## config.mk

```make
export PLATFORM = sky130hd
export DESIGN_NAME = phase_shift_gen
export DESIGN_NICKNAME = d
export VERILOG_FILES = /design/src/rtl/phase_shift_gen.sv
export SDC_FILE = /design/constraint.sdc
export NUM_CORES = 1
export LEC_CHECK = 0
export CORE_ASPECT_RATIO = 0.9
export CORE_MARGIN = 1
export CORE_UTILIZATION = 40
export DETAILED_ROUTE_END_ITERATION = 8
export SYNTH_ARGS = -nofsm -noshare
export SYNTH_HDL_FRONTEND = slang
export SYNTH_SLANG_ARGS = --single-unit
```

## constraint.sdc

```tcl
create_clock -name clk -period 6.9 [get_ports clk]
set_input_delay 1.725 -clock clk [delete_from_list [all_inputs] [get_ports clk]]
set_output_delay 1.725 -clock clk [all_outputs]
set_load 0.05 [all_outputs]
```

## src/rtl/phase_shift_gen.sv

```systemverilog
// phase_shift_gen
// ---------------
// Two-channel square-wave generator. sig_ref has a programmable period.
// sig_shift is a copy of sig_ref that lags it by a programmable number of clk
// cycles. A new config offered while running goes into a shadow register. It
// takes effect only at the end of the current period, so neither output
// glitches when the config changes.
//
// Handshake: a config transfers on any cycle where cfg_valid & cfg_ready is
// high. The source holds cfg_period/cfg_phase stable while cfg_valid is high
// and cfg_ready is low. cfg_ready depends only on state, never on cfg_valid.
//
// Optional feature: define PHASE_GEN_MARKER_EN to add the ref_fall output, a
// one-cycle pulse aligned with the first low cycle of sig_ref.
//
// Ports:
//   clk, rst_n         system clock, asynchronous active-low reset
//   en                 run enable (low: outputs 0, counter held at 0)
//   cfg_valid/ready    config handshake
//   cfg_period         period in clk cycles (valid when >= 2)
//   cfg_phase          lag of sig_shift in clk cycles (valid when < period)
//   cfg_err            one-cycle pulse after an invalid config is accepted
//   running            registered: en high and an active config exists
//   sig_ref, sig_shift registered square waves
//   ref_fall           (PHASE_GEN_MARKER_EN only) falling-edge marker
module phase_shift_gen #(
  parameter int CNT_W = 16
) (
  input  logic             clk,
  input  logic             rst_n,
  input  logic             en,
  input  logic             cfg_valid,
  output logic             cfg_ready,
  input  logic [CNT_W-1:0] cfg_period,
  input  logic [CNT_W-1:0] cfg_phase,
  output logic             cfg_err,
  output logic             running,
  output logic             sig_ref,
  output logic             sig_shift
`ifdef PHASE_GEN_MARKER_EN
  ,
  output logic             ref_fall
`endif
);

  typedef enum logic [1:0] {
    ST_IDLE = 2'd0,
    ST_RUN  = 2'd1,
    ST_PEND = 2'd2
  } state_t;

  state_t state;
  state_t state_nxt;

  logic [CNT_W-1:0] act_period;
  logic [CNT_W-1:0] act_phase;
  logic [CNT_W-1:0] shd_period;
  logic [CNT_W-1:0] shd_phase;
  logic [CNT_W-1:0] cnt;

  logic             accept;
  logic             cfg_ok;
  logic             active;
  logic             wrap;
  logic             load_new;
  logic             load_shadow;
  logic             apply_shadow;
  logic [CNT_W-1:0] half;
  logic [CNT_W:0]   pcnt;

  assign accept = cfg_valid & cfg_ready;
  assign cfg_ok = (cfg_period >= CNT_W'(2)) && (cfg_phase < cfg_period);
  assign wrap   = (cnt == (act_period - CNT_W'(1)));
  assign half   = act_period >> 1;

  // Position within the lagged waveform. The calculation is done one bit
  // wider, so cnt + period - phase cannot overflow for large periods.
  assign pcnt = ({1'b0, cnt} >= {1'b0, act_phase})
              ? ({1'b0, cnt} - {1'b0, act_phase})
              : ({1'b0, cnt} + {1'b0, act_period} - {1'b0, act_phase});

  // State register
  always_ff @(posedge clk or negedge rst_n) begin
    if (!rst_n) begin
      state <= ST_IDLE;
    end else begin
      state <= state_nxt;
    end
  end

  // Next-state logic. An invalid config still completes the handshake, but it
  // leaves state, the active config and the counter unchanged.
  always_comb begin
    state_nxt    = state;
    load_new     = 1'b0;
    load_shadow  = 1'b0;
    apply_shadow = 1'b0;
    case (state)
      ST_IDLE: begin
        if (accept && cfg_ok) begin
          state_nxt = ST_RUN;
          load_new  = 1'b1;
        end
      end
      ST_RUN: begin
        if (accept && cfg_ok) begin
          state_nxt   = ST_PEND;
          load_shadow = 1'b1;
        end
      end
      ST_PEND: begin
        // Swap at the period boundary. If en is low the outputs are already
        // quiet, so the swap can happen at once.
        if (!en || wrap) begin
          state_nxt    = ST_RUN;
          apply_shadow = 1'b1;
        end
      end
      default: state_nxt = ST_IDLE;
    endcase
  end

  // State-decoded outputs
  always_comb begin
    cfg_ready = 1'b1;
    active    = 1'b0;
    case (state)
      ST_IDLE: begin
        cfg_ready = 1'b1;
        active    = 1'b0;
      end
      ST_RUN: begin
        cfg_ready = 1'b1;
        active    = 1'b1;
      end
      ST_PEND: begin
        cfg_ready = 1'b0;
        active    = 1'b1;
      end
      default: begin
        cfg_ready = 1'b1;
        active    = 1'b0;
      end
    endcase
  end

  // Config registers
  always_ff @(posedge clk or negedge rst_n) begin
    if (!rst_n) begin
      act_period <= '0;
      act_phase  <= '0;
      shd_period <= '0;
      shd_phase  <= '0;
    end else begin
      if (load_new) begin
        act_period <= cfg_period;
        act_phase  <= cfg_phase;
      end else if (apply_shadow) begin
        act_period <= shd_period;
        act_phase  <= shd_phase;
      end
      if (load_shadow) begin
        shd_period <= cfg_period;
        shd_phase  <= cfg_phase;
      end
    end
  end

  // Period counter. A shadow swap only happens at wrap or while en is low,
  // and both of those already return the counter to 0.
  always_ff @(posedge clk or negedge rst_n) begin
    if (!rst_n) begin
      cnt <= '0;
    end else if (active && en && !wrap) begin
      cnt <= cnt + CNT_W'(1);
    end else begin
      cnt <= '0;
    end
  end

  // Registered outputs
  always_ff @(posedge clk or negedge rst_n) begin
    if (!rst_n) begin
      cfg_err   <= 1'b0;
      running   <= 1'b0;
      sig_ref   <= 1'b0;
      sig_shift <= 1'b0;
    end else begin
      cfg_err   <= accept & ~cfg_ok;
      running   <= en & active;
      sig_ref   <= en & active & (cnt < half);
      sig_shift <= en & active & (pcnt < {1'b0, half});
    end
  end

`ifdef PHASE_GEN_MARKER_EN
  // sig_ref is high for cnt 0 .. half-1, so its first low cycle follows the
  // edge at which cnt == half.
  always_ff @(posedge clk or negedge rst_n) begin
    if (!rst_n) begin
      ref_fall <= 1'b0;
    end else begin
      ref_fall <= en & active & (cnt == half);
    end
  end
`endif

endmodule

```

==> impl_metrics.env <==
export IMPL_status="complete, no violations"
export IMPL_vias_per_cell=5.499
export IMPL_hold_class="flip-flop to flip-flop"
export IMPL_fmax_mhz=178.2
export IMPL_grtUsageMet3_pct=3.493
export IMPL_rsz0062_at_grt="false"
export IMPL_cp_start_kind="flip-flop"
export IMPL_cts_made_buffers=9
export IMPL_areaGrowthSynthToFinish_pct=11.79
export IMPL_slew_headroom_pct=26.35
export IMPL_reg2reg_slack_ns=1.29
export IMPL_route_antenna_remaining_nets=0
export IMPL_die_h_um=133.1
export IMPL_clkTransAtPathRegs_ns=0.07
export IMPL_synth_top_area_share_pct=28.17
export IMPL_power_per_cell_area_nw_per_um2=523.4
export IMPL_initial_core_util_pct=41.24
export IMPL_grt_busiest_layer="met2"
export IMPL_postCtsHoldBufs=0
export IMPL_clockBufferDepth=2
export IMPL_wire_per_inst_um=17.63
export IMPL_final_nets=1008
export IMPL_drv_cap=0
export IMPL_ys_seq_elements=86
export IMPL_wirelength_mm=19.84
export IMPL_vias=6186
export IMPL_synth_nets=981
export IMPL_worstPathRequired_ns=7.12
export IMPL_cts_sinks=86
export IMPL_die_w_um=147.7
export IMPL_synth_edff_count=0
export IMPL_final_cell_count_no_fill=1125
export IMPL_drc_errors=0
export IMPL_synthArstFlopShare_pct=100.0
export IMPL_synthCells=848
export IMPL_tns_ns=0
export IMPL_grt_pass1_wl_mm=32.09
export IMPL_first_global_vias=5843
export IMPL_ys_warn_count=0
export IMPL_cts_root_buf="clkbuf_16"
export IMPL_r2r_end="sig_shift$_DFF_PN0_"
export IMPL_grt_antenna_before_repair=0
export IMPL_synth_cell_types=58
export IMPL_worst_hold_path_num_cells=2
export IMPL_drv_slew=0
export IMPL_diodes=0
export IMPL_timing_final_hold_violations=0
export IMPL_grt_start_max_net_pins=65
export IMPL_period_share_pct=81.33
export IMPL_die_area_sq_um=19650
export IMPL_criticalPathCategory="flip-flop to flip-flop"
export IMPL_met2_usage_pct=33.12
export IMPL_worst_slack_ns=1.288
export IMPL_drive_above_1_share_pct=10.91
export IMPL_utilization_pct=46.10
export IMPL_worstHoldStart="shd_period[11]$_DFFE_PN0P_"
export IMPL_cellLeakagePower_nw=3.806
export IMPL_cp_cell_sequence="inv_1 -> fa_1 -> inv_1 -> fa_1 -> a211o_1 -> a2111oi_0 -> o31ai_1 -> o41ai_1 -> xor2_1 -> nor2_1 -> a31o_2 -> ha_1 -> nand4_1 -> or4_1 -> o211ai_1 -> a32oi_1"
export IMPL_hold_ws_ns=0.4841
export IMPL_cts_tree="yes"
export IMPL_use_met1_pct=30.22
export IMPL_port_buffers=40
export IMPL_drtPass1Iterations=5
export IMPL_dp_slack_ns=1.344
export IMPL_row_count=47
export IMPL_hold_path_endpoint="act_period[11]$_DFFE_PN0P_"
export IMPL_io_pins=41
export IMPL_worstPathMaxFanout=9
export IMPL_clk_latency_ns=0.35
export IMPL_cts_setup_buffers=0
export IMPL_synth_common_cells="inv_1, nand2_1, dfrtp_1"
export IMPL_setup_viol=0
export IMPL_avgSynthCellArea_sq_um=9.008
export IMPL_finClkSkew_ns=0.01140
export IMPL_drt_iter0_markers=430
export IMPL_yosysSeqAreaShare_pct=28.17
export IMPL_max_stage_delay_ns=0.72
export IMPL_multi_input_area_sq_um=4947
export IMPL_fin_crit_ns=5.612
export IMPL_seqCellArea_sq_um=2152
export IMPL_slowest_stage="a2111oi_0"
export IMPL_reg2reg_depth=16
export IMPL_dp_cells=1109
export IMPL_grt_overflow=0
export IMPL_peakVddDrop_mv=0.3118
export IMPL_grtUsageTotal_pct=21.01
export IMPL_tightestPinTransition_ns=1.095
export IMPL_synth_top_area_cell="dfrtp_1"
export IMPL_arrival_ns=5.83
export IMPL_gp_congestion=0.8981
export IMPL_dpl_hpwl_mm=15.63
export IMPL_cts_resized=0
export IMPL_yosys_most_used_dff="dfrtp_1"
export IMPL_synthTopCellsByArea="dfrtp_1, ha_1, o311ai_2"
export IMPL_syn_cell_area_sq_um=7639
export IMPL_htreeDepth=3
export IMPL_r2r_start="act_period[1]$_DFFE_PN0P_"
export IMPL_end_kind="flip-flop"
export IMPL_coreArea_sq_um=18520
export IMPL_fillers=1836
-- final cells by class --
| cell class | instances | share of cell area (%) |
|---|---|---|
| Multi-Input combinational cell | 628 | 57.93 |
| Sequential cell | 86 | 25.20 |
| Timing Repair Buffer | 44 | 5.011 |
| Inverter | 106 | 4.659 |
| Tap cell | 245 | 3.590 |
| Clock buffer | 10 | 2.799 |
| Clock inverter | 6 | 0.8059 |
-- layer usage --
metal / routed length (um) / share of wire [%] / up-vias
met4: 250 / 1.3 / 0
met2: 8915 / 45 / 134
met3: 953 / 4.8 / 16
met1: 9717 / 49 / 2974
met5: 0 / 0 / -
li1: - / - / 3062
-- registers in the layout, summed over array words and instances, names as in the netlist --
name and flops:
running 1, shd_period 16, sig_shift 1, act_period 16
act_phase 16, state 2, sig_ref 1, shd_phase 16
cfg_err 1, cnt 16
-- worst max-delay path, delay by kind of cell (launching register included) --
family | cells | cell delay (ns)
adders and majority gates | 3 | 1.34
DFF | 1 | 0.53
AOI/OAI and AO/OA | 7 | 2.48
and+or+nand+nor | 3 | 0.72
buffers and inverters | 2 | 0.24
xor gates and xnor gates | 1 | 0.19
-- kinds of logic after synthesis --
logic type	after synthesis	share of synthesized area, %
buffers and inverters	134	7.191
flip-flops	86	28.17
XOR/XNOR	51	5.848
adder cells (fa/ha/maj)	97	17.56
AND/OR/NAND/NOR	260	16.38
multiplexers	37	5.389
AO/OA/AOI/OAI	183	19.46
-- where the power goes --
group | switching (mW) | internal [mW]
clock network | 0.217 | 0.293
logic | 1.72 | 1.35
registers | 0.183 | 0.709
-- cell usage in the layout, fill, tap and decap left out, types with 4 or more instances in the layout --
cell,synthesis,layout
nor2_1,51,51
o311ai_0,4,4
o31ai_1,5,5
ha_1,80,80
a21o_1,18,18
xnor2_1,40,40
nand2b_1,10,10
a211oi_1,9,9
a21oi_1,43,43
fa_1,17,17
mux2_2,33,33
o211ai_1,7,7
mux2i_1,4,4
clkdlybuf4s50_1,0,39
inv_1,106,106
or3_1,7,7
dfrtp_1,86,86
nor3_1,16,16
nand3_1,19,19
clkbuf_16,0,9
a31o_2,4,4
buf_4,1,5
a31oi_1,5,5
nor4_1,11,10
o21a_1,6,6
nand4_1,7,7
xor2_1,11,11
and3_1,7,7
o21bai_1,6,6
o311ai_2,29,29
or4_1,6,6
nor2b_1,4,4
o21ai_0,25,25
nand2_1,106,105
-- how the worst max path moves through the flow --
stage	start	to	slack [ns]	cells past startpoint
2_1_floorplan	act_period[1]$_DFFE_PN0P_	sig_shift$_DFF_PN0_	2.12	17
3_3_place_gp	act_period[1]$_DFFE_PN0P_	sig_shift$_DFF_PN0_	1.46	16
3_5_place_dp	act_period[1]$_DFFE_PN0P_	sig_shift$_DFF_PN0_	1.34	16
4_1_cts	act_period[1]$_DFFE_PN0P_	sig_shift$_DFF_PN0_	1.32	16
5_1_grt	act_period[1]$_DFFE_PN0P_	sig_shift$_DFF_PN0_	0.86	16
6_report	act_period[1]$_DFFE_PN0P_	sig_shift$_DFF_PN0_	1.29	16
-- through the flow --
| stage | area [sq um] | total power [mW] |
|---|---|---|
| CTS | 8539 | 4.465 |
| global route | 8539 | 4.918 |
| finish | 8539 | 4.470 |
| global placement | 8232 | 3.924 |
| detailed placement | 8232 | 3.932 |
| floorplan | 7639 | 3.222 |
Power figures use the tool's default switching activity.
==> patch, RTL diff (same flow settings) <==
Change the parameter `CNT_W` from 16 to 32.
--- a/src/rtl/phase_shift_gen.sv
+++ b/src/rtl/phase_shift_gen.sv
@@ -26,3 +26,3 @@
 module phase_shift_gen #(
-  parameter int CNT_W = 16
+  parameter int CNT_W = 32
 ) (
Interface: changed (resized cfg_period and cfg_phase); port bits go from 41 to 73. No check against the original RTL was run, so the function may have changed too.
==> patch against the unedited design <==
- sequential cell count grew 80
- power increased by 96%
- via count is 110% higher
- clock power up 93%
- highest routed layer unchanged
- routed wire length grew 120%
- largest power group unchanged
- worst setup slack got worse by 0.69 ns
- worst hold slack worse by 0.0022 ns
- design area up 94%
- area after synthesis grew 94%
==> patch: results <==
export IMPL_met1_usage=0.377
export IMPL_hpwl_mm=35.4
export IMPL_crit_fanout=13
export IMPL_cts_repair_resized=0
export IMPL_synth_common_cells="inv_1, dfrtp_1, ha_1, nand2_1, nor2_1"
export IMPL_grt_pass1_wl_mm=69.1
export IMPL_grt_pass1_vias=12184
export IMPL_synth_compound_area_frac=0.213
export IMPL_fin_skew_ns=0.0129
export IMPL_grt_start_max_net_pins=167
export IMPL_cts_setup_buffers=0
export IMPL_grt_usage=0.238
export IMPL_worst_slew_pin_slew_ns=1.18
export IMPL_portBuffers=72
export IMPL_leakage_nw=7.61
export IMPL_cp_arrival_ns=6.64
export IMPL_yosysWarnings=0
export IMPL_grt_util_met3=0.0225
export IMPL_dpl_cell_area_mm2=0.0160
export IMPL_antenna_found_initial=0
export IMPL_grtUsageMet2=0.332
export IMPL_synthTopCellsByArea="dfrtp_1, ha_1, inv_1"
export IMPL_hold_start="shd_period[10]$_DFFE_PN0P_"
export IMPL_synth_fp_nets=1963
export IMPL_first_pass_iters=7
export IMPL_worst_path_largest_cell_delay_ns=0.93
export IMPL_ys_types=74
export IMPL_hold_path_class="reg2reg"
export IMPL_cts_made_buffers=17
export IMPL_drt_iter0_markers=1204
export IMPL_clk_pin_slew_ns=0.07
export IMPL_htreeDepth=4
export IMPL_slowest_stage="a2111oi_0"
export IMPL_outcome="complete, no violations"
export IMPL_r2r_start="act_phase[1]$_DFFE_PN0P_"
export IMPL_grt_overflow=0
export IMPL_drive_above_1_share=0.0614
export IMPL_ys_dominant_reg_cell="dfrtp_1"
export IMPL_async_flop_share=1.00
export IMPL_clk_latency_ns=0.44
export IMPL_wl_per_cell_um=19.7
export IMPL_synthMuxAreaShare=0.0385
export IMPL_pre_cts_ws_ns=0.665
export IMPL_num_fill_cells=3454
export IMPL_clockBufferDepth=2
export IMPL_synth_xor_area_frac=0.0622
export IMPL_critPathTopFamily="compound AO/OA/AOI/OAI gates"
export IMPL_dr_total_vias=12948
export IMPL_worst_setup_path_type="reg2reg"
export IMPL_worst_ir_drop_vdd_v=0.000297
export IMPL_cts_root_buf="clkbuf_16"
export IMPL_busiest_layer="met1"
export IMPL_gp_congestion=0.974
export IMPL_synth_seq_area_share=0.281
export IMPL_synthAdderAreaFrac=0.180
==> patch: changes by cell type in the layout (fill, tap and decap cells not counted), sizes merged, moves of 49 or more <==
cell	unedited run	this run
nor3	16	65
nor2	51	102
ha	80	160
dfrtp	86	166
o21ai	26	96
inv	108	222
==> patch: worst paths after layout <==
path                                                   end  slack [ns]  cells past startpoint
worst max-delay path                   sig_shift$_DFF_PN0_        0.60                     18
worst min-delay path            shd_period[10]$_DFFE_PN0P_        0.48                      2
max in group asynchronous        act_period[2]$_DFFE_PN0P_        4.79                      2
worst min register to register  shd_period[10]$_DFFE_PN0P_        0.48                      2
worst max register to register         sig_shift$_DFF_PN0_        0.60                     18
min in group asynchronous                cfg_err$_DFF_PN0_        1.37                      2
==> patch: area by class of cell <==
cell class,count,area (µm²),share of cell area
flip-flops and latches,166,4150,0.250
clock inverters,14,163,0.00980
repair buffers,89,875,0.0527
well taps,476,596,0.0359
clock buffers,18,439,0.0264
multi-input cells,1255,9570,0.576
inverters,217,815,0.0491
==> patch: metrics by stage <==
| step | utilization | std cells | total power [W] |
|---|---|---|---|
| after floorplan | - | 1702 | 0.00606 |
| after global placement | 0.441 | 2203 | 0.00757 |
| after detailed placement | 0.441 | 2203 | 0.00765 |
| after CTS | 0.458 | 2235 | 0.00870 |
| after global routing | 0.458 | 2235 | 0.00954 |
| final | 0.458 | 2235 | 0.00877 |
==> patch: power by group <==
| part | total [W] | switching, W | internal (W) |
|---|---|---|---|
| logic | 0.00601 | 0.00346 | 0.00255 |
| clock network | 0.000984 | 0.000433 | 0.000551 |
| registers | 0.00178 | 0.000425 | 0.00135 |
| total | 0.00877 | 0.00431 | 0.00446 |
==> patch: per-layer routing <==
metal,vias to the layer above,part of all wire
li1,6229,-
met3,58,0.055
met4,0,0.026
met5,-,0
met2,444,0.40
met1,6217,0.51
